[config.mk]
export PLATFORM = sky130hd
export DESIGN_NAME = hazard_ctrl_unit_flat
export DESIGN_NICKNAME = d
export VERILOG_FILES = /design/src/rtl/hazard_pkg.sv /design/src/rtl/hazard_ctrl_unit_if.sv /design/src/rtl/hazard_src_match.sv /design/src/rtl/hazard_ctrl_unit.sv /design/src/flat_wrapper.sv
export SDC_FILE = /design/constraint.sdc
export NUM_CORES = 1
export LEC_CHECK = 0
export BUFFER_PORTS_ARGS = -buffer_cell sky130_fd_sc_hd__buf_2
export CORE_MARGIN = 2
export CORE_UTILIZATION = 55
export DETAILED_ROUTE_END_ITERATION = 8
export GPL_TIMING_DRIVEN = 0
export HOLD_SLACK_MARGIN = 0.02
export PLACE_DENSITY = 0.87
export SETUP_SLACK_MARGIN = 0.02
export SYNTH_ARGS = -nofsm -noshare
export SYNTH_HDL_FRONTEND = slang
export SYNTH_HIERARCHICAL = 1
export SYNTH_SLANG_ARGS = --single-unit
export TNS_END_PERCENT = 100
[constraint.sdc]
create_clock -name clk -period 3.88 [get_ports clk]
set_input_delay 0.388 -clock clk [delete_from_list [all_inputs] [get_ports clk]]
set_output_delay 0.388 -clock clk [all_outputs]
set_load 0.01 [all_outputs]
[src/rtl/hazard_pkg.sv]
// Shared encodings for the pipeline hazard controller.
package hazard_pkg;

    localparam int unsigned FWD_W = 2;
    localparam int unsigned PC_W  = 2;
    localparam int unsigned ERR_W = 3;

    // Forwarding select codes
    localparam logic [FWD_W-1:0] FWD_RF  = 2'b00;
    localparam logic [FWD_W-1:0] FWD_EX  = 2'b01;
    localparam logic [FWD_W-1:0] FWD_MEM = 2'b10;
    localparam logic [FWD_W-1:0] FWD_WB  = 2'b11;

    // Next-PC source codes
    localparam logic [PC_W-1:0] PCS_NRM = 2'b00;
    localparam logic [PC_W-1:0] PCS_JPA = 2'b01;
    localparam logic [PC_W-1:0] PCS_BRA = 2'b10;

    // Error cause bit positions
    localparam int unsigned ERR_SHIFT   = 0;
    localparam int unsigned ERR_COP     = 1;
    localparam int unsigned ERR_TIMEOUT = 2;

endpackage

[src/rtl/hazard_ctrl_unit_if.sv]
// Pipeline-side signal bundle of the hazard controller.
interface hazard_ctrl_unit_if #(
    parameter int unsigned ADDR_W  = 5,
    parameter int unsigned NUM_SRC = 2,
    parameter int unsigned CNT_W   = 16
) ();

    logic                        enable_cpu;
    logic                        shift_error;
    logic [NUM_SRC*ADDR_W-1:0]   src_addr;
    logic [NUM_SRC-1:0]          src_read;
    logic                        ex_reg_write;
    logic                        ex_mem_rd;
    logic [ADDR_W-1:0]           ex_wr_addr;
    logic                        ex_branch_taken;
    logic                        mem_reg_write;
    logic [ADDR_W-1:0]           mem_wr_addr;
    logic                        wb_reg_write;
    logic [ADDR_W-1:0]           wb_wr_addr;
    logic                        id_jump_flag;
    logic                        cop_working;
    logic                        cop_result_valid;
    logic                        cop_error;
    logic                        err_clear;

    logic [NUM_SRC*2-1:0]        src_forward;
    logic [1:0]                  pc_src;
    logic                        if_id_flush;
    logic                        id_ex_flush;
    logic                        if_id_stall;
    logic                        id_ex_cen;
    logic                        ex_mem_cen;
    logic                        mem_wb_cen;
    logic                        cpu_error;
    logic [hazard_pkg::ERR_W-1:0] error_cause;
    logic [CNT_W-1:0]            stall_cnt;
    logic [CNT_W-1:0]            flush_cnt;

    // Pipeline side: drives status, receives control
    modport master (
        output enable_cpu, shift_error, src_addr, src_read,
               ex_reg_write, ex_mem_rd, ex_wr_addr, ex_branch_taken,
               mem_reg_write, mem_wr_addr, wb_reg_write, wb_wr_addr,
               id_jump_flag, cop_working, cop_result_valid, cop_error, err_clear,
        input  src_forward, pc_src, if_id_flush, id_ex_flush, if_id_stall,
               id_ex_cen, ex_mem_cen, mem_wb_cen, cpu_error, error_cause,
               stall_cnt, flush_cnt
    );

    // Hazard controller side
    modport slave (
        input  enable_cpu, shift_error, src_addr, src_read,
               ex_reg_write, ex_mem_rd, ex_wr_addr, ex_branch_taken,
               mem_reg_write, mem_wr_addr, wb_reg_write, wb_wr_addr,
               id_jump_flag, cop_working, cop_result_valid, cop_error, err_clear,
        output src_forward, pc_src, if_id_flush, id_ex_flush, if_id_stall,
               id_ex_cen, ex_mem_cen, mem_wb_cen, cpu_error, error_cause,
               stall_cnt, flush_cnt
    );

endinterface

[src/rtl/hazard_src_match.sv]
// One source port: EX/MEM/WB destination compares, forward select, load-use flag.
module hazard_src_match
    import hazard_pkg::*;
#(
    parameter int unsigned ADDR_W = 5
) (
    input  logic [ADDR_W-1:0] src_addr,
    input  logic              src_read,
    input  logic              ex_reg_write,
    input  logic              ex_mem_rd,
    input  logic [ADDR_W-1:0] ex_wr_addr,
    input  logic              mem_reg_write,
    input  logic [ADDR_W-1:0] mem_wr_addr,
    input  logic              wb_reg_write,
    input  logic [ADDR_W-1:0] wb_wr_addr,
    output logic [FWD_W-1:0]  fwd_sel_c,
    output logic              load_use_c
);

    logic ex_hit;
    logic mem_hit;
    logic wb_hit;

    // Stage hits; r0 is never a forwarding source
    always_comb begin
        ex_hit  = src_read && ex_reg_write  && (ex_wr_addr  != '0) && (ex_wr_addr  == src_addr);
        mem_hit = src_read && mem_reg_write && (mem_wr_addr != '0) && (mem_wr_addr == src_addr);
        wb_hit  = src_read && wb_reg_write  && (wb_wr_addr  != '0) && (wb_wr_addr  == src_addr);
    end

    // Youngest producer wins; a pending load blocks forwarding entirely
    always_comb begin
        fwd_sel_c  = FWD_RF;
        load_use_c = ex_hit && ex_mem_rd;
        if (load_use_c) begin
            fwd_sel_c = FWD_RF;
        end else if (ex_hit) begin
            fwd_sel_c = FWD_EX;
        end else if (mem_hit) begin
            fwd_sel_c = FWD_MEM;
        end else if (wb_hit) begin
            fwd_sel_c = FWD_WB;
        end
    end

endmodule

[src/rtl/hazard_ctrl_unit.sv]
// Pipeline hazard controller: forwarding, stalls/flushes, error register, counters.
module hazard_ctrl_unit
    import hazard_pkg::*;
#(
    parameter int unsigned ADDR_W      = 5,
    parameter int unsigned NUM_SRC     = 2,
    parameter int unsigned COP_TIMEOUT = 64,
    parameter int unsigned CNT_W       = 16
) (
    input  logic               clk,
    input  logic               rst_n,
    hazard_ctrl_unit_if.slave  bus
);

    localparam int unsigned WD_W = $clog2(COP_TIMEOUT + 1);

    logic [NUM_SRC*FWD_W-1:0] fwd_all;
    logic [NUM_SRC-1:0]       lu_vec;

    logic             load_use;
    logic             lu_eff;
    logic             cop_wait;
    logic             jump_ok;
    logic             in_error;
    logic             run_ok;

    logic [WD_W-1:0]  wd_q, wd_d;
    logic             wd_hit;
    logic [ERR_W-1:0] cause_q, cause_d;
    logic [ERR_W-1:0] err_set;
    logic [CNT_W-1:0] stall_q, stall_d;
    logic [CNT_W-1:0] flush_q, flush_d;

    // Per-port compare slices
    for (genvar i = 0; i < NUM_SRC; i++) begin : g_src
        hazard_src_match #(.ADDR_W(ADDR_W)) u_match (
            .src_addr      (bus.src_addr[i*ADDR_W +: ADDR_W]),
            .src_read      (bus.src_read[i]),
            .ex_reg_write  (bus.ex_reg_write),
            .ex_mem_rd     (bus.ex_mem_rd),
            .ex_wr_addr    (bus.ex_wr_addr),
            .mem_reg_write (bus.mem_reg_write),
            .mem_wr_addr   (bus.mem_wr_addr),
            .wb_reg_write  (bus.wb_reg_write),
            .wb_wr_addr    (bus.wb_wr_addr),
            .fwd_sel_c     (fwd_all[i*FWD_W +: FWD_W]),
            .load_use_c    (lu_vec[i])
        );
    end

    // Hazard conditions shared by the control outputs
    always_comb begin
        load_use = |lu_vec;
        lu_eff   = load_use & ~bus.ex_branch_taken;
        cop_wait = bus.cop_working & ~bus.cop_result_valid;
        jump_ok  = bus.id_jump_flag & ~cop_wait;
        in_error = |cause_q;
        run_ok   = bus.enable_cpu & ~in_error & ~cop_wait;
    end

    // Pipeline control; reset forces flush/stall and a normal PC
    always_comb begin
        bus.src_forward = fwd_all;
        bus.if_id_flush = ~rst_n | bus.ex_branch_taken | jump_ok;
        bus.id_ex_flush = ~rst_n | bus.ex_branch_taken | jump_ok | lu_eff;
        bus.if_id_stall = ~rst_n | lu_eff | ~bus.enable_cpu | in_error | cop_wait;
        bus.id_ex_cen   = rst_n & run_ok;
        bus.ex_mem_cen  = rst_n & run_ok;
        bus.mem_wb_cen  = rst_n & run_ok;
        bus.pc_src      = PCS_NRM;
        if (rst_n) begin
            if (bus.ex_branch_taken) begin
                bus.pc_src = PCS_BRA;
            end else if (jump_ok) begin
                bus.pc_src = PCS_JPA;
            end
        end
        bus.cpu_error   = in_error;
        bus.error_cause = cause_q;
        bus.stall_cnt   = stall_q;
        bus.flush_cnt   = flush_q;
    end

    // Coprocessor watchdog: counts consecutive wait cycles, saturating
    always_comb begin
        wd_d   = '0;
        wd_hit = 1'b0;
        if (cop_wait) begin
            wd_hit = (wd_q == WD_W'(COP_TIMEOUT - 1));
            wd_d   = (wd_q == WD_W'(COP_TIMEOUT)) ? wd_q : wd_q + WD_W'(1);
        end
    end

    // Sticky causes; a new set beats a same-cycle clear
    always_comb begin
        err_set              = '0;
        err_set[ERR_SHIFT]   = bus.shift_error;
        err_set[ERR_COP]     = bus.cop_error & bus.cop_result_valid;
        err_set[ERR_TIMEOUT] = wd_hit;
        cause_d              = err_set | (cause_q & {ERR_W{~bus.err_clear}});
    end

    // Saturating performance counters
    always_comb begin
        stall_d = stall_q;
        flush_d = flush_q;
        if ((lu_eff | cop_wait) && bus.enable_cpu && !in_error && (stall_q != '1)) begin
            stall_d = stall_q + CNT_W'(1);
        end
        if ((bus.ex_branch_taken | jump_ok) && (flush_q != '1)) begin
            flush_d = flush_q + CNT_W'(1);
        end
    end

    // State registers
    always_ff @(posedge clk or negedge rst_n) begin
        if (!rst_n) begin
            wd_q    <= '0;
            cause_q <= '0;
            stall_q <= '0;
            flush_q <= '0;
        end else begin
            wd_q    <= wd_d;
            cause_q <= cause_d;
            stall_q <= stall_d;
            flush_q <= flush_d;
        end
    end

endmodule

[src/flat_wrapper.sv]
// flat-port wrapper written by rule: the top's interface ports become plain ports
module hazard_ctrl_unit_flat import hazard_pkg::*;
#(
    parameter int unsigned ADDR_W      = 5,
    parameter int unsigned NUM_SRC     = 2,
    parameter int unsigned COP_TIMEOUT = 64,
    parameter int unsigned CNT_W       = 16
)
  (clk, rst_n, bus_enable_cpu, bus_shift_error, bus_src_addr, bus_src_read, bus_ex_reg_write, bus_ex_mem_rd, bus_ex_wr_addr, bus_ex_branch_taken, bus_mem_reg_write, bus_mem_wr_addr, bus_wb_reg_write, bus_wb_wr_addr, bus_id_jump_flag, bus_cop_working, bus_cop_result_valid, bus_cop_error, bus_err_clear, bus_src_forward, bus_pc_src, bus_if_id_flush, bus_id_ex_flush, bus_if_id_stall, bus_id_ex_cen, bus_ex_mem_cen, bus_mem_wb_cen, bus_cpu_error, bus_error_cause, bus_stall_cnt, bus_flush_cnt);
  hazard_ctrl_unit_if #(.ADDR_W(ADDR_W), .NUM_SRC(NUM_SRC), .CNT_W(CNT_W)) bus_i ();
  input  logic clk;
  input  logic rst_n;
  input wire logic [$bits(bus_i.enable_cpu)-1:0] bus_enable_cpu;
  input wire logic [$bits(bus_i.shift_error)-1:0] bus_shift_error;
  input wire logic [$bits(bus_i.src_addr)-1:0] bus_src_addr;
  input wire logic [$bits(bus_i.src_read)-1:0] bus_src_read;
  input wire logic [$bits(bus_i.ex_reg_write)-1:0] bus_ex_reg_write;
  input wire logic [$bits(bus_i.ex_mem_rd)-1:0] bus_ex_mem_rd;
  input wire logic [$bits(bus_i.ex_wr_addr)-1:0] bus_ex_wr_addr;
  input wire logic [$bits(bus_i.ex_branch_taken)-1:0] bus_ex_branch_taken;
  input wire logic [$bits(bus_i.mem_reg_write)-1:0] bus_mem_reg_write;
  input wire logic [$bits(bus_i.mem_wr_addr)-1:0] bus_mem_wr_addr;
  input wire logic [$bits(bus_i.wb_reg_write)-1:0] bus_wb_reg_write;
  input wire logic [$bits(bus_i.wb_wr_addr)-1:0] bus_wb_wr_addr;
  input wire logic [$bits(bus_i.id_jump_flag)-1:0] bus_id_jump_flag;
  input wire logic [$bits(bus_i.cop_working)-1:0] bus_cop_working;
  input wire logic [$bits(bus_i.cop_result_valid)-1:0] bus_cop_result_valid;
  input wire logic [$bits(bus_i.cop_error)-1:0] bus_cop_error;
  input wire logic [$bits(bus_i.err_clear)-1:0] bus_err_clear;
  output wire logic [$bits(bus_i.src_forward)-1:0] bus_src_forward;
  output wire logic [$bits(bus_i.pc_src)-1:0] bus_pc_src;
  output wire logic [$bits(bus_i.if_id_flush)-1:0] bus_if_id_flush;
  output wire logic [$bits(bus_i.id_ex_flush)-1:0] bus_id_ex_flush;
  output wire logic [$bits(bus_i.if_id_stall)-1:0] bus_if_id_stall;
  output wire logic [$bits(bus_i.id_ex_cen)-1:0] bus_id_ex_cen;
  output wire logic [$bits(bus_i.ex_mem_cen)-1:0] bus_ex_mem_cen;
  output wire logic [$bits(bus_i.mem_wb_cen)-1:0] bus_mem_wb_cen;
  output wire logic [$bits(bus_i.cpu_error)-1:0] bus_cpu_error;
  output wire logic [$bits(bus_i.error_cause)-1:0] bus_error_cause;
  output wire logic [$bits(bus_i.stall_cnt)-1:0] bus_stall_cnt;
  output wire logic [$bits(bus_i.flush_cnt)-1:0] bus_flush_cnt;
  assign bus_i.enable_cpu = bus_enable_cpu;
  assign bus_i.shift_error = bus_shift_error;
  assign bus_i.src_addr = bus_src_addr;
  assign bus_i.src_read = bus_src_read;
  assign bus_i.ex_reg_write = bus_ex_reg_write;
  assign bus_i.ex_mem_rd = bus_ex_mem_rd;
  assign bus_i.ex_wr_addr = bus_ex_wr_addr;
  assign bus_i.ex_branch_taken = bus_ex_branch_taken;
  assign bus_i.mem_reg_write = bus_mem_reg_write;
  assign bus_i.mem_wr_addr = bus_mem_wr_addr;
  assign bus_i.wb_reg_write = bus_wb_reg_write;
  assign bus_i.wb_wr_addr = bus_wb_wr_addr;
  assign bus_i.id_jump_flag = bus_id_jump_flag;
  assign bus_i.cop_working = bus_cop_working;
  assign bus_i.cop_result_valid = bus_cop_result_valid;
  assign bus_i.cop_error = bus_cop_error;
  assign bus_i.err_clear = bus_err_clear;
  assign bus_src_forward = bus_i.src_forward;
  assign bus_pc_src = bus_i.pc_src;
  assign bus_if_id_flush = bus_i.if_id_flush;
  assign bus_id_ex_flush = bus_i.id_ex_flush;
  assign bus_if_id_stall = bus_i.if_id_stall;
  assign bus_id_ex_cen = bus_i.id_ex_cen;
  assign bus_ex_mem_cen = bus_i.ex_mem_cen;
  assign bus_mem_wb_cen = bus_i.mem_wb_cen;
  assign bus_cpu_error = bus_i.cpu_error;
  assign bus_error_cause = bus_i.error_cause;
  assign bus_stall_cnt = bus_i.stall_cnt;
  assign bus_flush_cnt = bus_i.flush_cnt;
  hazard_ctrl_unit #(.ADDR_W(ADDR_W), .NUM_SRC(NUM_SRC), .COP_TIMEOUT(COP_TIMEOUT), .CNT_W(CNT_W)) u_core (.clk(clk), .rst_n(rst_n), .bus(bus_i));
endmodule
==> impl_metrics.toml <==
[logic_synthesis]
synthMuxAreaShare_pct = 3.30
synth_nets = 318
ys_seq_elements = 42
synthCells = 273
async_reset_ff_share_pct = 100
yosysSeqAreaShare_pct = 39.0
yosysUniqueCellTypes = 45
synth_area_per_cell_sq_um = 9.87
synth_edf_count = 0
synthXorXnorAreaFrac_pct = 17.2
synth_compound_area_share_pct = 10.2
synthAdderAreaFrac_pct = 1.86
synth_area_sq_um = 2700
synth_top_family_by_area = "simple AND/OR/NAND/NOR gates"
ys_warn_count = 6
synth_simple_gate_area_share_pct = 25.7
synth_ff_type = "dfrtp_1"

[clock_tree]
postCtsSetupRepairBufs = 0
cts-root-buf = "clkbuf_8"
clockBufferDepth = 2
path_clk_slew_ps = 80
hold_buffers = 0
cts_resized = 0
cts_sinks = 42
numCtsBuffers = 5
htreeDepth = 2
clock_latency_ps = 290
tritoncts = "built"

[run_status]
status = "finished clean"

[drt]
vias_per_cell = 5.64
vias = 2460
drtIter0Drc = 70
first_pass_iters = 4
route.detailed.drc = 0
postRouteWirelength_mm = 6.49
wire_per_inst_microns = 14.9
ant_nets = 0

[sta]
period_share_pct = 66.8
tns_ps = 0
setup_viol = 0
rsz0062_at_grt = "false"
hold_violations = 0
slew_headroom_pct = 37.4
tightest_slew_ps = 939
post-route-worst-setup-slack_ps = 1290
post-route-min-period_ps = 2590
max_freq_mhz = 386
skew_ps = 5.35
drv_slew = 0

[floorplan]
start_util_pct = 57.1
dieArea_sq_um = 5480
fp-row-count = 25
core-area_sq_um = 4720
ioPinCount = 89
die_h_microns = 74
die_x_microns = 74

[place]
dp_hpwl_mm = 4.94
gp_congestion = 0.950
preCtsSetupSlack_ps = 1270
io_buffers = 88
placed_area_sq_um = 3220

[final_layout]
area_growth_pct = 23.5
final_cell_mix = "88 x buf_2, 43 x xor2_1, 42 x dfrtp_1, 17 x nor3_1, 16 x nand2_1"
fin_nets = 413
layout_commonest_cell = "buf_2"
drive_gt1_share_pct = 31.7
stdcell_area_sq_um = 3330
diodes = 0

[power_and_ir_drop]
p_int_uw = 867
vdd_drop_max_mv = 0.408
p_leak_uw = 0.00160
sw_frac_of_total_pct = 33.7
power_density_nw_per_um2 = 393
pwr-share-comb_pct = 27.2
p_switching_uw = 440
seqPwrFrac_pct = 46.9
power.share.clock_pct = 25.9

[global_route]
grt_antenna_before_repair = 0
gr-usage-all-layers_pct = 23.9
grt_overflow_total = 0
grt_max_degree = 46
first_global_vias = 2259
grt_pass1_wl_mm = 10.1

[worst_setup_path]
slowest_delay_ps = 510
crit_family = "buffers and inverters"
worstPathCellList = "buf_2 > nand2b_1 > a21oi_1 > clkbuf_1 > nand2_1 > or3_1 > buf_2"
crit_arrival_ps = 2200
cp_slowest_cell = "a21oi_1"
critPathLaunchType = "input pin"
cp_common_cell = "buf_2"
critPathBufInv = 3
r2r_setup_slack_ps = 1820
crit_path_end_kind = "output pin"
cp_data_required_time_ps = 3490
path_class = "in2out"
crit_fanout = 10

[run]
cap_violations = 0

[worst_hold_path]
hold_path_class = "in2async"
[final cells by class]
cell class	instances	area, sq um
Fill cell	364	1390
Inverter	11	41.3
Multi-Input combinational cell	215	1570
Timing Repair Buffer	88	440
Sequential cell	42	1050
Clock buffer	6	72.6
Clock inverter	2	37.5
Tap cell	67	83.8
Buffer	5	33.8
[cells by family after synthesis]
group / Yosys count
xor gates and xnor gates: 53
adders and majority gates: 4
and+or+nand+nor: 114
DFF: 42
AOI/OAI and AO/OA: 36
buffers and inverters: 16
muxes: 8
[worst register-to-register path: cells and delay by family, from the launching register on]
family / cells / cell delay [ps]
AND/OR/NAND/NOR: 3 / 990
flip-flops: 1 / 410
multiplexers: 1 / 340
adder cells (fa/ha/maj): 1 / 210
[routing by layer]
layer / GRT usage, % / routed length, microns
met2: 44.9 / 3300
met4: 6.87 / 86
met1: 27.6 / 2700
met3: 4.34 / 400
met5: 0 / 0
[per-stage QoR]
stage	util, %	instances	power, uW	hold slack (ps)
2_1_floorplan	-	273	799	92.4
3_3_place_gp	68.2	428	955	477
3_5_place_dp	68.2	428	970	486
4_1_cts	70.5	436	1310	267
5_1_grt	70.5	436	1380	278
6_report	70.5	436	1310	237
[state kept, by name (all words and copies together), names as in the netlist]
signal                  cells
u_core/wd_q                 7
u_core/bus.stall_cnt       16
u_core/bus.error_cause      3
u_core/bus.flush_cnt       16
[power groups by stage]
stage	clock network, uW	registers, uW	logic, uW
after floorplan	0	638	162
after global placement	0	616	339
after detailed placement	0	618	353
after CTS	347	611	355
after global routing	363	628	389
final	339	613	355
[worst paths after layout]
check	cells past startpoint	end	from
min in group clk	2	u_core/bus.error_cause[0]	bus_shift_error
hold reg to reg	1	u_core/bus.flush_cnt[15]	u_core/bus.flush_cnt[15]
max in group asynchronous	1	u_core/bus.stall_cnt[10]	rst_n
hold / removal	1	u_core/bus.flush_cnt[12]	rst_n
setup / recovery	7	bus_id_ex_flush	bus_cop_result_valid
setup reg to reg	5	u_core/bus.stall_cnt[1]	u_core/bus.stall_cnt[0]
[Yosys cell counts (all sizes together), types with 2 or more instances]
cell type | n | area (sq um)
a211oi | 3 | 27.5
a21o | 2 | 15.0
a21oi | 8 | 40.0
and2 | 3 | 21.3
and3 | 5 | 31.3
and4 | 2 | 17.5
buf | 3 | 26.3
clkbuf | 2 | 7.51
dfrtp | 42 | 1050
ha | 4 | 50.1
inv | 11 | 41.3
mux2 | 7 | 78.8
nand2 | 16 | 60.1
nand2b | 2 | 12.5
nand3 | 12 | 60.1
nand3b | 3 | 22.5
nand4 | 9 | 56.3
nor2 | 14 | 52.6
nor3 | 17 | 85.1
nor3b | 5 | 37.5
nor4 | 16 | 143
nor4b | 4 | 47.6
o2111a | 2 | 22.5
o2111ai | 6 | 52.6
o211a | 2 | 20.0
o21ai | 6 | 30.0
o31ai | 2 | 25.0
or2 | 2 | 12.5
or3 | 3 | 18.8
xnor2 | 10 | 87.6
xor2 | 43 | 377
No activity file was read; power rests on OpenSTA's default activity.
